### src/rtl/alu_pkg.sv
// Shared opcode/state encodings and default latencies for the ALU operation sequencer.
package alu_pkg;

  typedef enum logic [1:0] {
    OP_ADD = 2'b00,
    OP_SUB = 2'b01,
    OP_MUL = 2'b10,
    OP_DIV = 2'b11
  } alu_op_e;

  typedef enum logic [1:0] {
    IDLE = 2'b00,
    EXEC = 2'b01,
    WAIT = 2'b10,
    DONE = 2'b11
  } seq_state_e;

  localparam int DATA_W_DEF  = 8;
  localparam int MUL_LAT_DEF = 4;
  localparam int DIV_LAT_DEF = 8;

  function automatic int max_int(input int a, input int b);
    return (a > b) ? a : b;
  endfunction

endpackage

### src/rtl/alu_op_sequencer.sv
// Single-issue request sequencer for the adder/subtractor/multiplier/divider cluster.
// Latches operands, strobes multi-cycle units, waits their latency and holds the result.
//
// state | meaning
// IDLE  | ready for a request
// EXEC  | operands stable at units; single-cycle capture or start strobe
// WAIT  | counting down multi-cycle unit latency
// DONE  | result presented until downstream accepts
module alu_op_sequencer
  import alu_pkg::*;
#(
  parameter int DATA_W  = DATA_W_DEF,
  parameter int MUL_LAT = MUL_LAT_DEF,
  parameter int DIV_LAT = DIV_LAT_DEF
) (
  input  logic                clk,
  input  logic                rst,
  input  logic                in_valid,
  output logic                in_ready,
  input  logic [1:0]          in_op,
  input  logic [DATA_W-1:0]   in_a,
  input  logic [DATA_W-1:0]   in_b,
  input  logic                in_cin,
  output logic [DATA_W-1:0]   op_a,
  output logic [DATA_W-1:0]   op_b,
  output logic                op_cin,
  output logic                mul_start,
  output logic                div_start,
  input  logic [DATA_W-1:0]   add_sum,
  input  logic                add_cout,
  input  logic [DATA_W-1:0]   sub_diff,
  input  logic                sub_bout,
  input  logic [2*DATA_W-1:0] mul_prod,
  input  logic [DATA_W-1:0]   div_quot,
  input  logic [DATA_W-1:0]   div_rem,
  output logic                out_valid,
  input  logic                out_ready,
  output logic [2*DATA_W-1:0] out_res,
  output logic                out_err
);

  // Floor of one bit keeps the counter legal when both latencies are 1.
  localparam int CNT_W = (max_int(MUL_LAT, DIV_LAT) > 1) ? $clog2(max_int(MUL_LAT, DIV_LAT)) : 1;

  seq_state_e          state_q, state_d;
  alu_op_e             opc_q, opc_d;
  logic [DATA_W-1:0]   op_a_q, op_a_d;
  logic [DATA_W-1:0]   op_b_q, op_b_d;
  logic                op_cin_q, op_cin_d;
  logic [CNT_W-1:0]    cnt_q, cnt_d;
  logic [2*DATA_W-1:0] res_q, res_d;
  logic                err_q, err_d;

  always_ff @(posedge clk or negedge rst) begin
    if (!rst) begin
      state_q  <= IDLE;
      opc_q    <= OP_ADD;
      op_a_q   <= '0;
      op_b_q   <= '0;
      op_cin_q <= 1'b0;
      cnt_q    <= '0;
      res_q    <= '0;
      err_q    <= 1'b0;
    end else begin
      state_q  <= state_d;
      opc_q    <= opc_d;
      op_a_q   <= op_a_d;
      op_b_q   <= op_b_d;
      op_cin_q <= op_cin_d;
      cnt_q    <= cnt_d;
      res_q    <= res_d;
      err_q    <= err_d;
    end
  end

  always_comb begin
    state_d  = state_q;
    opc_d    = opc_q;
    op_a_d   = op_a_q;
    op_b_d   = op_b_q;
    op_cin_d = op_cin_q;
    cnt_d    = cnt_q;
    res_d    = res_q;
    err_d    = err_q;
    unique case (state_q)
      IDLE: begin
        if (in_valid) begin
          opc_d    = alu_op_e'(in_op);
          op_a_d   = in_a;
          op_b_d   = in_b;
          op_cin_d = in_cin;
          state_d  = EXEC;
        end
      end
      EXEC: begin
        unique case (opc_q)
          OP_ADD: begin
            res_d   = {{(DATA_W-1){1'b0}}, add_cout, add_sum};
            err_d   = 1'b0;
            state_d = DONE;
          end
          OP_SUB: begin
            res_d   = {{(DATA_W-1){1'b0}}, sub_bout, sub_diff};
            err_d   = 1'b0;
            state_d = DONE;
          end
          OP_MUL: begin
            cnt_d   = CNT_W'(MUL_LAT - 1);
            state_d = WAIT;
          end
          OP_DIV: begin
            // Divide-by-zero never reaches the divider; report dividend and saturated quotient.
            if (op_b_q == '0) begin
              res_d   = {op_a_q, {DATA_W{1'b1}}};
              err_d   = 1'b1;
              state_d = DONE;
            end else begin
              cnt_d   = CNT_W'(DIV_LAT - 1);
              state_d = WAIT;
            end
          end
          default: state_d = IDLE;
        endcase
      end
      WAIT: begin
        if (cnt_q == '0) begin
          res_d   = (opc_q == OP_MUL) ? mul_prod : {div_rem, div_quot};
          err_d   = 1'b0;
          state_d = DONE;
        end else begin
          cnt_d = cnt_q - CNT_W'(1);
        end
      end
      DONE: begin
        if (out_ready) state_d = IDLE;
      end
      default: state_d = IDLE;
    endcase
  end

  always_comb begin
    in_ready  = (state_q == IDLE);
    out_valid = (state_q == DONE);
    mul_start = (state_q == EXEC) && (opc_q == OP_MUL);
    div_start = (state_q == EXEC) && (opc_q == OP_DIV) && (op_b_q != '0);
  end

  assign op_a    = op_a_q;
  assign op_b    = op_b_q;
  assign op_cin  = op_cin_q;
  assign out_res = res_q;
  assign out_err = err_q;

endmodule
### config.mk
export PLATFORM = sky130hd
export DESIGN_NAME = alu_op_sequencer
export DESIGN_NICKNAME = d
export VERILOG_FILES = /design/src/rtl/alu_pkg.sv /design/src/rtl/alu_op_sequencer.sv
export SDC_FILE = /design/constraint.sdc
export NUM_CORES = 1
export LEC_CHECK = 0
export ABC_AREA = 1
export BUFFER_PORTS_ARGS = -buffer_cell sky130_fd_sc_hd__buf_4
export CORE_MARGIN = 2
export CORE_UTILIZATION = 30
export DETAILED_ROUTE_END_ITERATION = 8
export GPL_TIMING_DRIVEN = 1
export HOLD_SLACK_MARGIN = 0.02
export PLACE_DENSITY = 0.61
export SYNTH_ARGS = -nofsm -noshare
export SYNTH_HDL_FRONTEND = slang
export SYNTH_SLANG_ARGS = --single-unit
### constraint.sdc
create_clock -name clk -period 4.73 [get_ports clk]
set_input_delay 0.2365 -clock clk [delete_from_list [all_inputs] [get_ports clk]]
set_output_delay 0.2365 -clock clk [all_outputs]
set_load 0.02 [all_outputs]
==> results of run 1 <==
==> layer usage <==
metal	routed length, um	vias to the layer above
met4	48	0
met3	377	6
met5	0	-
met2	3580	76
li1	-	1239
met1	2950	1155
==> kinds of logic (layout without fill, tap and decap cells) <==
family | count (synthesis) | in the layout | synth area share [%]
fa+ha+maj | 7 | 7 | 3.61
compound gates | 16 | 16 | 3.76
buf+inv | 58 | 166 | 9.80
mux | 17 | 17 | 7.89
simple gates | 193 | 193 | 32.6
flops | 41 | 41 | 42.3
==> state kept, by name, summed over array words and instances, names as in the netlist <==
signal   count
out_err      1
op_b         8
op_cin       1
cnt_q        3
opc_q        2
op_a         8
state_q      2
out_res     16
==> timing repair <==
action                                  in CTS  in global routing
endpoints found under the hold margin       41                  0
hold buffers                                 1                  0
resized for setup                            0                  0
endpoints found under the setup margin       0                  0
==> worst paths after layout <==
path | startpoint | endpoint | slack [ns]
min in group asynchronous | rst | out_res[2] | 0.45
worst min register to register | out_err | out_err | 0.48
worst max-delay path | state_q[0] | out_res[4] | 2.08
max in group asynchronous | rst | op_b[0] | 3.89
worst max register to register | state_q[0] | out_res[4] | 2.08
worst min-delay path | in_a[5] | op_a[5] | 0.17
==> worst max-delay path: stages, from the launching register on <==
cell,delay (ns)
dfrtp_1,0.43
inv_1,0.12
ha_1,0.85
inv_1,0.17
nand2_1,0.12
o21ai_2,0.07
nor2_4,0.37
nand2_4,0.21
nand2_1,0.14
nand2_1,0.06
==> final cells by class <==
class,count,area (um2),area share (%)
clock buffers,7,86.3,2.51
clock inverters,1,30.0,0.872
inverters,47,176,5.12
multi-input cells,233,1160,33.7
flip-flops and latches,41,1030,29.8
well taps,102,128,3.71
repair buffers,111,836,24.3
==> stage by stage <==
step	power, mW	hold slack [ns]
CTS	2.40	0.164
detailed placement	2.10	0.262
finish	2.37	0.175
floorplan	1.62	-0.0591
global placement	2.07	0.261
global route	2.60	0.162
==> cells in the mapped netlist, types with 2 or more instances <==
cell	instances	area share (%)
inv_1	46	7.1
ha_1	7	3.6
o21ai_2	2	0.72
a21oi_1	3	0.62
nand3_1	40	8.3
mux2_2	17	7.9
nor2_1	32	5.0
clkbuf_1	3	0.46
nand2_1	118	18
o21ai_0	9	1.9
buf_2	4	0.83
dfrtp_1	41	42
buf_4	2	0.62
==> power by group through the flow <==
stage | Combinational [mW] | Clock (mW) | Sequential, mW
after floorplan | 0.812 | 0 | 0.810
after global placement | 1.39 | 0 | 0.674
after detailed placement | 1.42 | 0 | 0.678
after CTS | 1.43 | 0.302 | 0.672
after global routing | 1.58 | 0.317 | 0.698
final | 1.41 | 0.292 | 0.671
==> impl_metrics.env, run 1 <==
export IMPL_status="completed"
export IMPL_final_core_util_pct=44.3
export IMPL_cts_tree="yes"
export IMPL_switchingPower_mw=1.11
export IMPL_clk_path_buf_depth=2
export IMPL_worstHoldPathType="in2reg"
export IMPL_cellPowerDensity_mw_per_mm2=689
export IMPL_clock_skew_ns=0.00646
export IMPL_cp_end_kind="flip-flop"
export IMPL_setup_ws_ns=2.08
export IMPL_post_route_min_period_ns=2.65
export IMPL_dieArea_mm2=0.00882
export IMPL_diodes=0
export IMPL_die_w_um=93.9
export IMPL_fill_cells=798
export IMPL_ys_types=21
export IMPL_final_common_cell="nand2_1"
export IMPL_gp_congestion=0.780
export IMPL_crit_type="reg2reg"
export IMPL_drt_iter0_drc=109
export IMPL_async_flop_share_pct=100
export IMPL_worst_pin_slew_ns=1.11
export IMPL_io_buffer_count=110
export IMPL_remaining_drc_errors=0
export IMPL_die_h_um=93.9
export IMPL_avgSynthCellArea_um2=7.31
export IMPL_power_frac_comb_pct=59.4
export IMPL_synthFlopType="dfrtp_1"
export IMPL_syn_to_final_growth_pct=42.0
export IMPL_groute_usage_overall_pct=15.9
export IMPL_ctsHtreeMaxLevel=2
export IMPL_slew_headroom_pct=25.4
export IMPL_fin_crit_sh_pct=55.9
export IMPL_seq_power_share_pct=28.3
export IMPL_p_leak_nw=1.97
export IMPL_clkTransAtPathRegs_ns=0.08
export IMPL_postCtsSetupRepairBufs=0
export IMPL_finalNetCount=519
export IMPL_vias_per_cell=4.57
export IMPL_cts_buffers=5
export IMPL_layout_common_cells="nand2_1 (118), buf_4 (110), inv_1 (46)"
export IMPL_vias=2476
export IMPL_placedInstanceArea_mm2=0.00332
export IMPL_p_clk_share_pct=12.3
export IMPL_cts_sinks=41
export IMPL_yosysSeqAreaShare_pct=42.3
export IMPL_dr_pass1_iters=4
export IMPL_synthCells=332
export IMPL_grt_ovfl_total=0
export IMPL_drt_wl_total_mm=6.96
export IMPL_start_kind="flip-flop"
export IMPL_rows=32
export IMPL_maxSlewViolCount=0
export IMPL_busiest_layer="met2"
export IMPL_swShare_pct=46.6
export IMPL_grt_pass1_wl_mm=11.2
export IMPL_cts_root_buf="clkbuf_8"
export IMPL_synth_seq_cells=41
export IMPL_grt_pass1_vias=2402
export IMPL_worst_ep_arrival_time_ns=2.83
export IMPL_setup_viol=0
export IMPL_final_cells=542
export IMPL_dp_hpwl_mm=5.31
export IMPL_hold_depth=2
export IMPL_core_mm2=0.00777
export IMPL_met3_usage_pct=2.81
export IMPL_syn_nets=412
export IMPL_grtUsageMet1_pct=20.6
export IMPL_fin_tns_setup_ns=0
export IMPL_ios=111
export IMPL_synth_warnings=0
export IMPL_hold_viol=0
export IMPL_synth_edff_count=0
export IMPL_cp_required_ns=4.91
export IMPL_timing_fmax_mhz=378
export IMPL_ir_drop_uv=314
export IMPL_wire_per_inst_um=12.8
export IMPL_antenna_found_initial=0
export IMPL_internal_power_mw=1.27
export IMPL_netlist_area_mm2=0.00243
export IMPL_start_util_pct=31.2
export IMPL_clock_latency_ns=0.29
export IMPL_drive_gt1_share_pct=31.8
export IMPL_final_area_mm2=0.00344
export IMPL_grt_max_degree=42
export IMPL_rsz0062_at_grt="no"
export IMPL_ant_nets=0
export IMPL_crit_path_max_fanout=31
export IMPL_reg2reg_depth=9
export IMPL_dp_cells=533
export IMPL_pre_cts_slack_ns=2.08
export IMPL_cap_violations=0
export IMPL_use_met2_pct=27.6
No activity file was read; power rests on OpenSTA's default activity.
==> inputs of run 2 (changes only) <==
Clock period 4.73 ns to 2.65 ns, I/O delays scaled along.
==> impl_metrics.env, run 2 (synthesized netlist as in run 1, its figures left out) <==
export IMPL_wire_per_inst_um=12.6
export IMPL_cp_required_ns=2.52
export IMPL_syn_to_final_growth_pct=41.2
export IMPL_drive_gt1_share_pct=32.2
export IMPL_clock_latency_ns=0.28
export IMPL_diodes=0
export IMPL_remaining_drc_errors=0
export IMPL_reg2reg_depth=4
export IMPL_switchingPower_mw=1.95
export IMPL_largest_reg_flops=16
export IMPL_worst_pin_slew_ns=0.863
export IMPL_min_from="in_b[3]"
export IMPL_internal_power_mw=2.15
export IMPL_rsz0062_at_grt="no"
export IMPL_wl_met1_mm=3.04
export IMPL_swShare_pct=47.5
export IMPL_r2r_start="state_q[0]"
export IMPL_clk_path_buf_depth=2
export IMPL_rr_endpoint="op_b[7]"
export IMPL_cpPeakStageDelay_ns=0.68
export IMPL_vias=2386
export IMPL_grt_max_degree=42
export IMPL_fill_cells=810
export IMPL_worst_ep_arrival_time_ns=1.83
export IMPL_die_h_um=93.9
export IMPL_top_layer="met4"
export IMPL_p_leak_nw=1.97
export IMPL_seq_power_share_pct=29.1
export IMPL_postCtsResizedCells=0
export IMPL_antenna_found_initial=0
export IMPL_grt_pass1_wl_mm=10.8
export IMPL_dr_pass1_iters=4
export IMPL_critPathSlowestCell="o21ai_2"
export IMPL_cts_sinks=41
export IMPL_final_cells=543
export IMPL_grt_pass1_vias=2294
export IMPL_final_common_cell="nand2_1"
export IMPL_fin_crit_sh_pct=74.2
export IMPL_post_route_min_period_ns=1.97
export IMPL_whs_endpoint="op_b[3]"
export IMPL_rrSetupSlack_ns=0.70
export IMPL_finalNetCount=522
export IMPL_core_mm2=0.00777
export IMPL_start_util_pct=31.2
export IMPL_cts_buffers=5
export IMPL_gp_congestion=0.741
export IMPL_power_frac_comb_pct=61.8
export IMPL_fin_tns_setup_ns=0
export IMPL_cap_violations=0
export IMPL_path_delay_family="compound AO/OA/AOI/OAI gates"
export IMPL_dp_hpwl_mm=5.32
export IMPL_p_clk_share_pct=9.1
export IMPL_maxSlewViolCount=0
export IMPL_clock_skew_ns=0.00812
export IMPL_dieArea_mm2=0.00882
export IMPL_timing_fmax_mhz=509
export IMPL_wl_met2_mm=3.41
export IMPL_worstHoldPathType="in2reg"
export IMPL_groute_usage_overall_pct=15.4
export IMPL_setup_viol=0
export IMPL_crit_type="reg2out"
export IMPL_slew_headroom_pct=42.3
export IMPL_status="completed"
export IMPL_layout_common_cells="nand2_1 (118), buf_4 (113), inv_1 (46)"
export IMPL_dp_cells=536
export IMPL_vias_per_cell=4.39
export IMPL_cp_cell_sequence="nor2_1 -> nand2_1 -> o21ai_2 -> inv_1 -> buf_4"
export IMPL_hold_viol=0
export IMPL_route_met3_wl_um=335
export IMPL_start_kind="flip-flop"
export IMPL_drt_wl_total_mm=6.82
export IMPL_ir_drop_uv=550
export IMPL_rows=32
export IMPL_cts_root_buf="clkbuf_8"
export IMPL_ctsHtreeMaxLevel=2
export IMPL_cellPowerDensity_mw_per_mm2=1200
export IMPL_die_w_um=93.9
export IMPL_cp_buffers_inverters=2
export IMPL_cp_end_kind="primary output"
export IMPL_hold_depth=2
export IMPL_io_buffer_count=110
export IMPL_drt_iter0_drc=116
export IMPL_grt_ovfl_total=0
export IMPL_crit_path_max_fanout=19
export IMPL_clkTransAtPathRegs_ns=0.07
export IMPL_ios=111
export IMPL_ant_nets=0
export IMPL_cts_tree="yes"
==> run 2: cell types whose count changed in the layout (fill, tap and decap cells not counted), sizes merged <==
cell / previous run / this run
clkbuf: 7 / 5
buf: 110 / 113
bufinv: 1 / 0
clkinv: 0 / 1
==> run 2: worst max-delay path by stage <==
stage,start,end,slack [ns],cells past startpoint
6_report,op_b[7],div_start,0.68,5
3_3_place_gp,state_q[0],op_b[7],0.72,4
2_1_floorplan,state_q[0],op_a[5],0.98,5
3_5_place_dp,state_q[0],op_b[4],0.67,4
5_1_grt,op_b[7],div_start,0.49,5
4_1_cts,op_b[7],div_start,0.66,5
==> run 2: layout make-up <==
type | count | area (um2) | area share [%]
sequential | 41 | 1030 | 30.0
multi-input combinational | 233 | 1160 | 33.9
timing repair buffer | 114 | 858 | 25.1
inverter | 47 | 176 | 5.15
clock buffer | 5 | 68.8 | 2.01
clock inverter | 1 | 5.00 | 0.146
tap | 102 | 128 | 3.73
==> run 2: worst reg2reg max path: cells and delay by family, from the launching register on <==
kind | cells | cell delay (ns)
adders and majority gates | 1 | 0.25
buffers and inverters | 1 | 0.10
DFF | 1 | 0.41
muxes | 1 | 0.43
and+or+nand+nor | 1 | 0.65
==> run 2: timing repair <==
item / CTS / global route
buffers inserted: 0 / 0
hold endpoints to repair: 41 / 0
hold buffers: 1 / 0
==> run 2: routing by layer <==
layer  track usage (%)  vias to the layer above
met5                 0                        -
met4              3.26                        0
met3              3.53                        4
met2              25.7                       66
met1              20.5                     1072
li1                  -                     1244
==> run 2: through the flow <==
stage / utilization (%) / hold WS [ns] / setup slack [ns] / cell area (um2) / power, mW
after floorplan: - / -0.163 / 0.976 / 2430 / 2.90
after global placement: 43.0 / 0.156 / 0.723 / 3340 / 3.73
after detailed placement: 43.0 / 0.154 / 0.672 / 3340 / 3.76
after CTS: 44.1 / 0.0677 / 0.659 / 3420 / 4.15
after global routing: 44.1 / 0.0671 / 0.490 / 3420 / 4.48
final: 44.1 / 0.0776 / 0.684 / 3420 / 4.10
==> run 2: power groups by stage <==
stage / combinational, mW / clock, mW / sequential [mW]
floorplan: 1.45 / 0 / 1.45
global placement: 2.53 / 0 / 1.20
detailed placement: 2.55 / 0 / 1.21
CTS: 2.56 / 0.389 / 1.20
global route: 2.83 / 0.419 / 1.23
finish: 2.53 / 0.375 / 1.19
==> inputs of run 3 (changes only) <==
Settings changed: ABC_AREA 1 to 0, PLACE_DENSITY 0.61 to 0.62.
Clock period 2.65 ns to 1.9 ns, I/O delays scaled along.
==> impl_metrics.env, run 3 <==
export IMPL_diodes=0
export IMPL_multi_input_area_mm2=0.00121
export IMPL_synth_edff_count=0
export IMPL_vias=1940
export IMPL_synth_xor_area_share_pct=0
export IMPL_gp_congestion=0.868
export IMPL_fin_crit_sh_pct=96.9
export IMPL_hold_depth=2
export IMPL_rr_endpoint="out_err"
export IMPL_clock_latency_ns=0.29
export IMPL_p_leak_nw=1.68
export IMPL_timing_fmax_mhz=543
export IMPL_drt_wl_total_mm=5.94
export IMPL_avgSynthCellArea_um2=12.6
export IMPL_vias_per_cell=4.72
export IMPL_cellPowerDensity_mw_per_mm2=1710
export IMPL_worst_ep_arrival_time_ns=2.01
export IMPL_wire_per_inst_um=14.5
export IMPL_syn_to_final_growth_pct=51.2
export IMPL_synth_most_common_cell="dfrtp_1"
export IMPL_crit_type="reg2reg"
export IMPL_netlist_area_leader_share_pct=44.2
export IMPL_synth_compound_area_share_pct=13.2
export IMPL_rows=32
export IMPL_final_area_mm2=0.00351
export IMPL_cts_sinks=41
export IMPL_grt_max_degree=42
export IMPL_layout_common_cells="buf_4 (120), dfrtp_1 (36), mux2_2 (29)"
export IMPL_hold_slack_ns=0.0286
export IMPL_finalNetCount=388
export IMPL_cp_required_ns=2.07
export IMPL_seqCellArea_mm2=0.00103
export IMPL_groute_usage_overall_pct=14.3
export IMPL_largest_reg_flops=16
export IMPL_cp_end_kind="flip-flop"
export IMPL_post_route_min_period_ns=1.84
export IMPL_fill_cells=737
export IMPL_dr_pass1_iters=4
export IMPL_synth_commonest_cells="dfrtp_1 (41), mux2_2 (29), mux2i_1 (18), a22o_1 (15)"
export IMPL_ant_nets=0
export IMPL_worst_pin_slew_ns=0.532
export IMPL_yosysSeqAreaShare_pct=44.2
export IMPL_syn_nets=265
export IMPL_synthCells=185
export IMPL_io_buffer_count=110
export IMPL_drive_gt1_share_pct=60.5
export IMPL_ys_types=35
export IMPL_synth_seq_cells=41
export IMPL_async_flop_share_pct=100
export IMPL_whs_endpoint="op_b[4]"
export IMPL_placedInstanceArea_mm2=0.00333
export IMPL_synthFlopType="dfrtp_1"
export IMPL_remaining_drc_errors=0
export IMPL_grt_pass1_vias=2001
export IMPL_netlist_area_mm2=0.00232
export IMPL_die_w_um=92.0
export IMPL_synth_simple_area_share_pct=6.73
export IMPL_grt_ovfl_total=0
export IMPL_synth_top_family_by_area="multiplexers"
export IMPL_ios=111
export IMPL_die_h_um=92.0
export IMPL_cap_violations=0
export IMPL_rsz0062_at_grt="yes"
export IMPL_maxSlewViolCount=0
export IMPL_synth_warnings=0
export IMPL_clkTransAtPathRegs_ns=0.09
export IMPL_ir_drop_uv=699
export IMPL_fin_tns_setup_ns=0
export IMPL_final_core_util_pct=46.2
export IMPL_final_common_cell="buf_4"
export IMPL_ctsHtreeMaxLevel=2
export IMPL_start_util_pct=30.5
export IMPL_drt_iter0_drc=61
export IMPL_dp_hpwl_mm=4.50
export IMPL_muxShareOfSynthArea_pct=27.6
export IMPL_core_mm2=0.00761
export IMPL_cts_buffers=5
export IMPL_rrSetupSlack_ns=0.06
export IMPL_dieArea_mm2=0.00846
export IMPL_r2r_start="cnt_q[0]"
export IMPL_crit_path_max_fanout=17
export IMPL_synth_area_leaders="dfrtp_1 (44%), mux2_2 (14%), mux2i_1 (7.8%)"
export IMPL_reg2reg_depth=7
export IMPL_setup_viol=0
export IMPL_start_kind="flip-flop"
export IMPL_hold_viol=0
export IMPL_yosys_area_top_type="dfrtp_1"
export IMPL_antenna_found_initial=0
export IMPL_synth_fa_ha_area_share_pct=3.77
export IMPL_cts_tree="yes"
export IMPL_clock_skew_ns=0.0123
export IMPL_status="completed"
export IMPL_cts_root_buf="clkbuf_8"
export IMPL_grt_pass1_wl_mm=9.52
export IMPL_slew_headroom_pct=64.5
export IMPL_p_total_mw=6.02
export IMPL_clk_path_buf_depth=2
export IMPL_worstHoldPathType="in2reg"
export IMPL_min_from="in_b[4]"
[run 3: cell count changes in the layout (fill, tap and decap cells not counted), moves of 15 or more]
cell and delta:
a22o_1 +15, inv_1 -41, mux2i_1 +18, nand2_1 -113, nand3_1 -39, nor2_1 -28
[run 3: what timing repair did]
action                                  CTS  global route
endpoints found under the setup margin    0            19
resized for setup                         0             5
hold buffers                              6             0
buffers inserted                          0             1
hold endpoints to repair                 46             0
[run 3: logic make-up after synthesis]
family	count (synthesis)
and+or+nand+nor	22
AOI/OAI and AO/OA	38
adders and majority gates	7
muxes	56
buffers and inverters	21
DFF	41
[run 3: how the worst max path moves through the flow]
stage                           from    endpoint  slack, ns  cells past startpoint
final                       cnt_q[0]     out_err       0.06                      7
after global routing         op_b[5]     out_err      -0.04                      5
after CTS                 state_q[1]   div_start       0.01                      6
after detailed placement    cnt_q[0]  out_res[6]       0.04                      7
after global placement      cnt_q[0]  out_res[7]       0.07                      7
after floorplan              op_b[5]  out_res[0]      -0.03                      5
[run 3: critical path, stage by stage (launching register included)]
cell      delay, ns
dfrtp_1        0.40
inv_2          0.07
ha_2           0.18
nand2b_1       0.08
a22o_1         0.22
a221oi_4       0.22
buf_12         0.21
mux2_2         0.34
[run 3: per-stage QoR]
step | setup slack (ns) | cells
after floorplan | -0.0306 | 185
after global placement | 0.0749 | 396
after detailed placement | 0.0369 | 396
after CTS | 0.0132 | 410
after global routing | -0.0389 | 411
final | 0.0592 | 411
[run 3: cell type report]
class | instances | area share, %
Inverter | 9 | 0.962
Clock inverter | 1 | 0.249
Sequential cell | 41 | 29.4
Multi-Input combinational cell | 123 | 34.5
Clock buffer | 7 | 2.74
Tap cell | 102 | 3.63
Timing Repair Buffer | 128 | 28.5
[run 3: metal layers]
layer / GRT usage (%) / vias to the layer above / part of all wire [%]
li1: - / 932 / -
met1: 17.6 / 928 / 42
met2: 24.8 / 75 / 50
met3: 3.62 / 5 / 7.5
met4: 3.73 / 0 / 0.89
met5: 0 / - / 0
[run 3: where the power goes]
| group | internal [mW] | total [mW] | switching (mW) |
|---|---|---|---|
| clock network | 0.336 | 0.649 | 0.314 |
| registers | 1.30 | 1.62 | 0.317 |
| logic | 1.98 | 3.76 | 1.77 |
